$ cat config.mk
export PLATFORM = sky130hd
export DESIGN_NAME = expr_emit
export DESIGN_NICKNAME = d
export VERILOG_FILES = /design/src/rtl/expr_pkg.sv /design/src/rtl/expr_term_sel.sv /design/src/rtl/expr_emit.sv
export SDC_FILE = /design/constraint.sdc
export NUM_CORES = 1
export LEC_CHECK = 0
export CORE_ASPECT_RATIO = 1.5
export CORE_MARGIN = 8
export CORE_UTILIZATION = 45
export DETAILED_ROUTE_END_ITERATION = 10
export PLACE_DENSITY = 0.73
export SYNTH_ARGS = -nofsm -noshare
export SYNTH_HDL_FRONTEND = slang
export SYNTH_SLANG_ARGS = --single-unit
$ cat constraint.sdc
create_clock -name clk -period 2.7 [get_ports clk]
set_input_delay 0.27 -clock clk [delete_from_list [all_inputs] [get_ports clk]]
set_output_delay 0.27 -clock clk [all_outputs]
set_load 0.02 [all_outputs]
$ cat src/rtl/expr_pkg.sv
// Shared constants and state encoding for the arithmetic-expression protocol.
// Used by the emitter and by the expression checker on the receiving side.
package expr_pkg;

  localparam logic [7:0] CH_ZERO = 8'h30;
  localparam logic [7:0] CH_PLUS = 8'h2B;
  localparam logic [7:0] CH_STAR = 8'h2A;

  localparam logic OP_ADD = 1'b0;
  localparam logic OP_MUL = 1'b1;

  typedef enum logic [1:0] {
    IDLE  = 2'd0,
    DIGIT = 2'd1,
    OP    = 2'd2,
    DONE  = 2'd3
  } state_t;

  function automatic logic [7:0] op_char(input logic op);
    return (op == OP_MUL) ? CH_STAR : CH_PLUS;
  endfunction

  function automatic logic [7:0] digit_char(input logic [3:0] d);
    return CH_ZERO + {4'h0, d};
  endfunction

endpackage

$ cat src/rtl/expr_term_sel.sv
// Selects the current operand/operator from the latched vectors and encodes it
// as the ASCII character to present on the stream.
module expr_term_sel
  import expr_pkg::*;
#(
  parameter int MAX_TERMS = 8,
  parameter int CNT_W     = 4
) (
  input  logic [4*MAX_TERMS-1:0] digits_q,
  input  logic [MAX_TERMS-2:0]   ops_q,
  input  logic [CNT_W-1:0]       idx,
  input  logic                   is_op,
  output logic [7:0]             code
);

  logic [3:0] dsel;
  logic       osel;

  // Index-driven mux over the latched terms and operators
  always_comb begin
    dsel = 4'h0;
    osel = OP_ADD;
    for (int i = 0; i < MAX_TERMS; i++) begin
      dsel = (idx == CNT_W'(i)) ? digits_q[4*i +: 4] : dsel;
    end
    for (int i = 0; i < MAX_TERMS - 1; i++) begin
      osel = (idx == CNT_W'(i)) ? ops_q[i] : osel;
    end
    code = is_op ? op_char(osel) : digit_char(dsel);
  end

endmodule

$ cat src/rtl/expr_emit.sv
// Expression transmitter: latches a request and streams "digit (op digit)*"
// one ASCII character per valid/ready handshake.
module expr_emit
  import expr_pkg::*;
#(
  parameter int MAX_TERMS = 8,
  parameter int CNT_W     = 4
) (
  input  logic                   clk,
  input  logic                   clr_n,
  input  logic                   start,
  input  logic [CNT_W-1:0]       term_cnt,
  input  logic [4*MAX_TERMS-1:0] digits,
  input  logic [MAX_TERMS-2:0]   ops,
  output logic [7:0]             ch,
  output logic                   ch_valid,
  input  logic                   ch_ready,
  output logic                   busy,
  output logic                   done,
  output logic                   err
);

  state_t                 state;
  state_t                 state_nx;
  logic [CNT_W-1:0]       idx;
  logic [CNT_W-1:0]       n_q;
  logic [4*MAX_TERMS-1:0] digits_q;
  logic [MAX_TERMS-2:0]   ops_q;
  logic                   err_q;
  logic                   req_ok;
  logic                   load;
  logic [7:0]             code;

  // Request validity: count in range and every used term is a BCD digit
  always_comb begin
    req_ok = (term_cnt != {CNT_W{1'b0}}) && (term_cnt <= CNT_W'(MAX_TERMS));
    for (int i = 0; i < MAX_TERMS; i++) begin
      if ((CNT_W'(i) < term_cnt) && (digits[4*i +: 4] > 4'd9)) begin
        req_ok = 1'b0;
      end else begin
        req_ok = req_ok;
      end
    end
  end

  assign load = (state == IDLE) && start && req_ok;

  // Next-state logic; outputs are decoded from the registered state only
  always_comb begin
    state_nx = state;
    case (state)
      IDLE:    state_nx = load ? DIGIT : IDLE;
      DIGIT: begin
        if (ch_ready) begin
          state_nx = (idx == n_q - CNT_W'(1)) ? DONE : OP;
        end else begin
          state_nx = DIGIT;
        end
      end
      OP:      state_nx = ch_ready ? DIGIT : OP;
      DONE:    state_nx = IDLE;
      default: state_nx = IDLE;
    endcase
  end

  // State, index, request latches and the error pulse
  always_ff @(posedge clk or negedge clr_n) begin
    if (!clr_n) begin
      state    <= IDLE;
      idx      <= {CNT_W{1'b0}};
      n_q      <= {CNT_W{1'b0}};
      digits_q <= {(4*MAX_TERMS){1'b0}};
      ops_q    <= {(MAX_TERMS-1){1'b0}};
      err_q    <= 1'b0;
    end else begin
      state <= state_nx;
      err_q <= (state == IDLE) && start && !req_ok;
      if (load) begin
        n_q      <= term_cnt;
        digits_q <= digits;
        ops_q    <= ops;
        idx      <= {CNT_W{1'b0}};
      end else if ((state == OP) && ch_ready) begin
        idx <= idx + CNT_W'(1);
      end else begin
        idx <= idx;
      end
    end
  end

  expr_term_sel #(
    .MAX_TERMS(MAX_TERMS),
    .CNT_W    (CNT_W)
  ) u_sel (
    .digits_q(digits_q),
    .ops_q   (ops_q),
    .idx     (idx),
    .is_op   (state == OP),
    .code    (code)
  );

  assign ch_valid = (state == DIGIT) || (state == OP);
  assign busy     = ch_valid;
  assign done     = (state == DONE);
  assign err      = err_q;
  assign ch       = ch_valid ? code : 8'h00;

endmodule

==> results.ini, run 1 <==
[power]
p_clk_frac=0.176
ir_drop_uv=298
swShare=0.321
power_switching_mw=0.956
pwr-share-comb=0.417
p_per_area_nw_per_um2=820
power_leakage_nw=1.68
p_seq_frac=0.407
p_int_mw=2.02

[clock_tree]
clkTransAtPathRegs_ns=0.09
clock_latency_ns=0.31
root_buffer=clkbuf_8
cts_hold_buf=0
htree_levels=2
numCtsBuffers=5
cts.sinks=50
clk_path_buf_depth=2
cts_tree=done

[run]
max_cap_violations=0

[logic_synthesis]
synth_edf_count=0
yosysSeqAreaShare=0.428
synth_cell_type_count=46
postSynthAreaPerCell_sq_um=12.0
ys_seq_elements=50
syn_inst=243
yosys_warnings=0
async_flop_share=1.00
synth_area_sq_um=2930
ys_dominant_reg_cell=dfrtp_1

[placement]
preCtsSetupSlack_ns=0.0678
dpl.hpwl_microns=5290
place_congestion=0.857
dpl-instance-area_sq_um=3520
portBuffers=56

[sta]
skew_ns=0.00572
post-route-period-util=0.962
finalWorstSetupSlack_ns=0.103
finalMaxSlewViolations=0
tightest_slew_ns=1.08
rsz0062_at_grt=no
setup_viol=0
maxSlewHeadroom=0.277
min_period_ns=2.60
setup_tns_ns=0
hold_viol=0
whs_ns=0.158
fmax_mhz=385

[global_routing]
grtUsageTotal=0.149
met1_usage=0.166
grt_overflow=0
grt_pass1_vias=2150
met2_usage=0.264
gr-usage-met3=0.0282
grt_pass1_wl_microns=10700
grt_antenna_before_repair=0
grt_max_degree=51
busiest_layer=met2

[cells_and_area]
area_delta_synth_final_pct=24.2
nets=359
drive_gt1_frac=0.241
layout_common_cells=clkdlybuf4s50_1, dfrtp_1, mux2_4
layout_commonest_cell=clkdlybuf4s50_1
antenna_cells=0
design_area_sq_um=3630

[worst_setup_path]
endpoint_kind=primary output
cp.required_ns=2.43
crit_type=reg2out
crit_fanout=8
worstPathArrival_ns=2.33
startpoint_type=flip-flop

[outcome]
status=finished clean

[floorplan]
dieArea_sq_um=9390
core_area_sq_um=6400
start_util=0.457
io_pins=59
rows=36
die_y_microns=115
die_w_microns=81.8

[route]
dr_total_vias=2035
wl_microns=6680
dr.first_iter.drc_count=102
ant_nets=0
drc=0
routedWlPerCell_microns=17.6
routed_via_density=5.37
drt_pass1_iterations=4

[hold_path]
hold_path_class=in2async

## cell families after synthesis
| kind of cell | after synthesis | share of synthesized area |
|---|---|---|
| flip-flops | 50 | 0.428 |
| adder cells (fa/ha/maj) | 10 | 0.0428 |
| XOR/XNOR | 9 | 0.0269 |
| other | 1 | 0.00128 |
| AO/OA/AOI/OAI | 57 | 0.134 |
| buffers and inverters | 26 | 0.0633 |
| multiplexers | 45 | 0.226 |
| AND/OR/NAND/NOR | 45 | 0.0774 |
## flip-flops by register name (all words and copies together) (netlist names)
name / count
n_q: 4
digits_q: 32
ops_q: 7
state: 2
err: 1
idx: 4
## power groups by stage
stage / Combinational [mW] / Clock, mW / Sequential, mW
2_1_floorplan: 0.895 / 0 / 1.14
3_3_place_gp: 1.18 / 0 / 1.22
3_5_place_dp: 1.23 / 0 / 1.22
4_1_cts: 1.23 / 0.535 / 1.21
5_1_grt: 1.35 / 0.560 / 1.24
6_report: 1.24 / 0.524 / 1.21
## critical path: stages (launching register included)
cell and delay [ns]:
dfrtp_1 0.35, inv_1 0.08, ha_1 0.22, nor2b_1 0.13
buf_4 0.16, a22oi_1 0.16, o21ai_0 0.11, mux4_2 0.47
and3b_1 0.19, buf_2 0.15
## through the flow
stage,utilization,power [mW],cells
after CTS,0.567,2.98,379
after detailed placement,0.551,2.45,371
after global placement,0.551,2.40,371
after floorplan,-,2.04,244
final,0.568,2.98,379
after global routing,0.568,3.15,379
## worst paths after layout
kind,start,to,slack [ns],depth (start not counted)
max,idx[0],ch[2],0.10,9
min,clr_n,digits_q[10],0.16,1
max reg2reg,state[0],ops_q[6],0.92,6
min reg2reg,digits_q[9],digits_q[9],0.52,1
max in group asynchronous,clr_n,digits_q[22],1.87,1
min in group clk,digits_q[9],digits_q[9],0.52,1
## layout make-up
| class | instances | area [sq um] |
|---|---|---|
| clock buffer | 6 | 72.6 |
| clock inverter | 2 | 37.5 |
| fill | 537 | 2760 |
| inverter | 11 | 41.3 |
| multi-input combinational | 168 | 1500 |
| sequential | 50 | 1250 |
| tap | 76 | 95.1 |
| timing repair buffer | 66 | 632 |
## Yosys cell counts, types with 2 or more instances
master / number / area share
a21oi_1: 11 / 0.019
a221o_1: 2 / 0.0068
a221oi_1: 4 / 0.012
a22o_1: 2 / 0.0060
a22oi_1: 4 / 0.010
a2bb2oi_1: 3 / 0.0090
a31o_2: 2 / 0.0060
buf_12: 4 / 0.027
buf_4: 4 / 0.010
clkbuf_1: 6 / 0.0077
dfrtp_1: 50 / 0.43
ha_1: 10 / 0.043
inv_1: 11 / 0.014
mux2_2: 3 / 0.012
mux2_4: 39 / 0.20
mux2i_1: 2 / 0.0068
nand2_1: 10 / 0.013
nand2b_1: 2 / 0.0043
nand3_1: 6 / 0.010
nor2_1: 13 / 0.017
nor2b_1: 4 / 0.0086
nor3_1: 4 / 0.0068
o21ai_0: 16 / 0.027
o32ai_1: 2 / 0.0060
xnor2_1: 6 / 0.018
xor2_1: 3 / 0.0090
## per-layer routing
layer,vias to the layer above,wire [microns]
met4,0,146
met1,982,2680
met2,52,3580
met3,10,263
li1,991,-
met5,-,0
## repair_timing
| item | in CTS | in global routing |
|---|---|---|
| buffers inserted | 0 | 0 |
| resized for setup | 8 | 6 |
| endpoints found under the setup margin | 4 | 4 |
Power figures use the tool's default switching activity.
==> run 2, diff against run 1 <==
CELL_PAD_IN_SITES_DETAIL_PLACEMENT = 1   (was not set)
CELL_PAD_IN_SITES_GLOBAL_PLACEMENT = 1   (was not set)
CORE_UTILIZATION = 41   (was 45)
PLACE_DENSITY = 0.82   (was 0.73)
SLEW_MARGIN = 0   (was not set)
==> results.ini, run 2 (synthesized netlist as in run 1, its figures left out) <==
[cells_and_area]
layout_common_cells=clkdlybuf4s50_1, dfrtp_1, mux2_4
layout_commonest_cell=clkdlybuf4s50_1
design_area_sq_um=3670
final_core_util=0.532
drive_gt1_frac=0.260
layoutNonFillerInstCount=382
antenna_cells=0
area_delta_synth_final_pct=25.5
largest_reg_flops=32
layout_top_registers=digits_q (32), ops_q (7)
regMostFlops=digits_q
nets=360

[route]
ant_nets=0
dr_total_vias=2116
wl_microns=7770
drc=0
drt_pass1_iterations=4
routed_via_density=5.54
routedWlPerCell_microns=20.3
dr.first_iter.drc_count=74

[placement]
dp.cells=374
portBuffers=56
dpl-instance-area_sq_um=3550
place_congestion=0.803
preCtsSetupSlack_ns=-0.0250
dpl.hpwl_microns=6020

[power]
p_seq_frac=0.392
pwr-share-comb=0.425
power_switching_mw=1.06
p_clk_frac=0.183
swShare=0.342
total_power_mw=3.11
p_per_area_nw_per_um2=846
power_leakage_nw=1.70
p_int_mw=2.04
ir_drop_uv=408

[sta]
min_period_ns=2.63
finalMaxSlewViolations=0
hold_viol=0
setup_viol=0
setup_tns_ns=0
tightest_slew_ns=0.642
finalWorstSetupSlack_ns=0.0701
fmax_mhz=380
post-route-period-util=0.974
rsz0062_at_grt=yes
skew_ns=0.0125
whs_ns=0.0184
maxSlewHeadroom=0.572

[worst_setup_path]
worstPathCellList=inv_2, ha_1, nor2b_1, buf_4, a22oi_1, o21ai_1, mux4_2, and3b_1, buf_2
worstPathArrival_ns=2.36
cp_top_family=multiplexers
cp.required_ns=2.43
crit_type=reg2out
endpoint_kind=primary output
crit_fanout=8
cp_slowest_stage_delay_ns=0.47
startpoint_type=flip-flop
slowest_stage=mux4_2
path_buf_inv=3

[clock_tree]
numCtsBuffers=5
htree_levels=2
clkTransAtPathRegs_ns=0.11
clock_latency_ns=0.33
cts_tree=done
clk_path_buf_depth=2
cts.sinks=50
root_buffer=clkbuf_8
cts_hold_buf=0

[global_routing]
grt_overflow=0
grt_max_degree=51
grt_pass1_wl_microns=12700
grt_pass1_vias=2474
grtUsageTotal=0.160
grt_antenna_before_repair=0

[run]
max_cap_violations=0

[floorplan]
dieArea_sq_um=10100
io_pins=59
rows=37
core_area_sq_um=6900
die_y_microns=119
start_util=0.424
die_w_microns=85.0

[outcome]
status=finished clean

[hold_path]
hold_path_class=in2async

-- run 2: what timing repair did --
item                                    in CTS  in global routing
resized for setup                           13                  8
endpoints found under the setup margin       4                  4
buffers inserted                             0                  0
hold endpoints to repair                     0                  0
-- run 2: worst reg2reg max path: cells and delay by family (launching register included) --
family          cells  cell delay (ns)
compound gates      2             0.47
mux                 1             0.33
fa+ha+maj           1             0.24
buf+inv             2             0.29
flops               1             0.41
-- run 2: cell type report --
type / count / area [sq um]
tap: 78 / 97.6
clock inverter: 3 / 48.8
inverter: 11 / 41.3
sequential: 50 / 1250
fill: 735 / 3230
multi-input combinational: 168 / 1510
clock buffer: 5 / 68.8
timing repair buffer: 67 / 653
-- run 2: layer usage --
metal,vias to the layer above,routed length (microns),global-route usage
met5,-,0,0
met4,0,153,0.0594
met3,11,297,0.0358
met2,46,4310,0.295
met1,1071,3000,0.170
li1,988,-,-
-- run 2: power by group through the flow --
stage	Sequential, mW	Combinational (mW)	Clock (mW)
floorplan	1.14	0.895	0
global placement	1.21	1.20	0
detailed placement	1.22	1.28	0
CTS	1.21	1.32	0.569
global route	1.25	1.43	0.593
finish	1.22	1.32	0.568
-- run 2: final timing paths --
check	startpoint	to	slack, ns	depth (start not counted)
max	idx[0]	ch[2]	0.07	9
min	clr_n	digits_q[2]	0.02	2
max reg2reg	state[0]	digits_q[8]	0.86	6
min reg2reg	digits_q[28]	digits_q[28]	0.52	1
max in group asynchronous	clr_n	digits_q[19]	2.22	2
min in group clk	digits_q[28]	digits_q[28]	0.52	1
==> run 3, diff against run 2 <==
SETUP_SLACK_MARGIN = 0.05   (was not set)
==> results.ini, run 3 (synthesized netlist as in run 1, its figures left out) <==
[outcome]
status=finished clean

[hold_path]
hold_path_class=in2async

[clock_tree]
cts.sinks=50
cts_setup_buffers=0
htree_levels=2
root_buffer=clkbuf_8
cts_hold_buf=0
clkTransAtPathRegs_ns=0.10
cts_tree=done
numCtsBuffers=5
clk_path_buf_depth=2
clock_latency_ns=0.32

[cells_and_area]
drive_gt1_frac=0.266
nets=360
layout_top_registers=digits_q (32), ops_q (7)
design_area_sq_um=3680
layout_commonest_cell=clkdlybuf4s50_1
area_delta_synth_final_pct=25.7
regMostFlops=digits_q
largest_reg_flops=32
antenna_cells=0
final_core_util=0.533
n_fill_cell=739
layout_common_cells=clkdlybuf4s50_1, dfrtp_1, mux2_4

[global_routing]
grt_antenna_before_repair=0
grt_pass1_vias=2480
grt_max_degree=51
grt_pass1_wl_microns=12700
grt_overflow=0
grtUsageTotal=0.160

[power]
p_per_area_nw_per_um2=848
ir_drop_uv=404
power_leakage_nw=1.70

[sta]
setup_viol=0
setup_tns_ns=0
finalWorstSetupSlack_ns=0.0414
rsz0062_at_grt=yes
hold_viol=0
min_period_ns=2.66
skew_ns=0.00633
finalMaxSlewViolations=0
maxSlewHeadroom=0.571
fmax_mhz=376
post-route-period-util=0.985
tightest_slew_ns=0.643

[floorplan]
die_y_microns=119
core_area_sq_um=6900
rows=37
start_util=0.424
die_w_microns=85.0
io_pins=59
dieArea_sq_um=10100

[route]
dr_total_vias=2128
routed_via_density=5.57
ant_nets=0
wl_microns=7770
drt_pass1_iterations=4
routedWlPerCell_microns=20.3
drc=0
dr.first_iter.drc_count=78

[worst_setup_path]
cp.required_ns=2.43
r2r_start=state[0]
crit_fanout=11
crit_type=reg2out
rr_endpoint=digits_q[8]
endpoint_kind=primary output
startpoint_type=flip-flop
rrSetupSlack_ns=0.86
setup.worst_path.start=idx[0]
worstPathArrival_ns=2.39
r2r_cells=6
setup.worst_path.end=ch[2]

[placement]
preCtsSetupSlack_ns=-0.0250
place_congestion=0.803
dpl-instance-area_sq_um=3550
portBuffers=56
dpl.hpwl_microns=6020

[run]
max_cap_violations=0

[run 3: cell types whose count changed in the layout (fill, tap and decap cells not counted)]
| cell | previous run | this run |
|---|---|---|
| buf_4 | 8 | 9 |
| buf_6 | 1 | 0 |
| clkbuf_2 | 2 | 1 |
| buf_2 | 2 | 3 |
| ha_1 | 9 | 8 |
| o32ai_1 | 2 | 1 |
| o32ai_2 | 0 | 1 |
| ha_2 | 1 | 2 |
[run 3: per-stage QoR]
step | power [mW] | std cells | hold WS [ns]
global route | 3.29 | 382 | 0.0752
detailed placement | 2.50 | 374 | 0.416
CTS | 3.11 | 382 | 0.0615
finish | 3.12 | 382 | 0.0261
global placement | 2.41 | 374 | 0.405
floorplan | 2.04 | 244 | -0.0256
[run 3: critical path: stages (launching register included)]
cell and delay, ns:
dfrtp_1 0.40, buf_4 0.16, ha_1 0.22, buf_4 0.18, a22oi_1 0.20, o21ai_1 0.09
mux4_2 0.47, and3b_1 0.20, buf_2 0.16
[run 3: worst min path at each step]
stage                         to  cells after the start
global placement     digits_q[1]                      2
finish               digits_q[2]                      2
global route         digits_q[2]                      2
floorplan            digits_q[0]                      0
CTS                  digits_q[1]                      2
detailed placement  digits_q[11]                      2
[run 3: timing repair]
action	CTS	global route
gates resized for setup	17	6
pin swaps	1	1
endpoints found under the setup margin	4	4
[run 3: cell type report]
| class | count | area, sq um | share of cell area |
|---|---|---|---|
| Clock buffer | 5 | 68.8 | 0.0187 |
| Clock inverter | 3 | 48.8 | 0.0133 |
| Inverter | 11 | 41.3 | 0.0112 |
| Multi-Input combinational cell | 168 | 1520 | 0.414 |
| Sequential cell | 50 | 1250 | 0.340 |
| Tap cell | 78 | 97.6 | 0.0265 |
| Timing Repair Buffer | 67 | 649 | 0.177 |
[run 3: power breakdown]
| group | internal (mW) | total, mW | switching (mW) |
|---|---|---|---|
| Sequential | 1.01 | 1.22 | 0.208 |
| Combinational | 0.756 | 1.34 | 0.580 |
| Clock | 0.283 | 0.565 | 0.282 |
| Total | 2.05 | 3.12 | 1.07 |
[run 3: per-layer routing]
metal  vias up  routed length, microns  track usage
met5         -                       0            0
met4         0                     153       0.0594
met3        12                     286       0.0358
met2        50                    4300        0.296
met1      1073                    3030        0.171
li1        993                       -            -
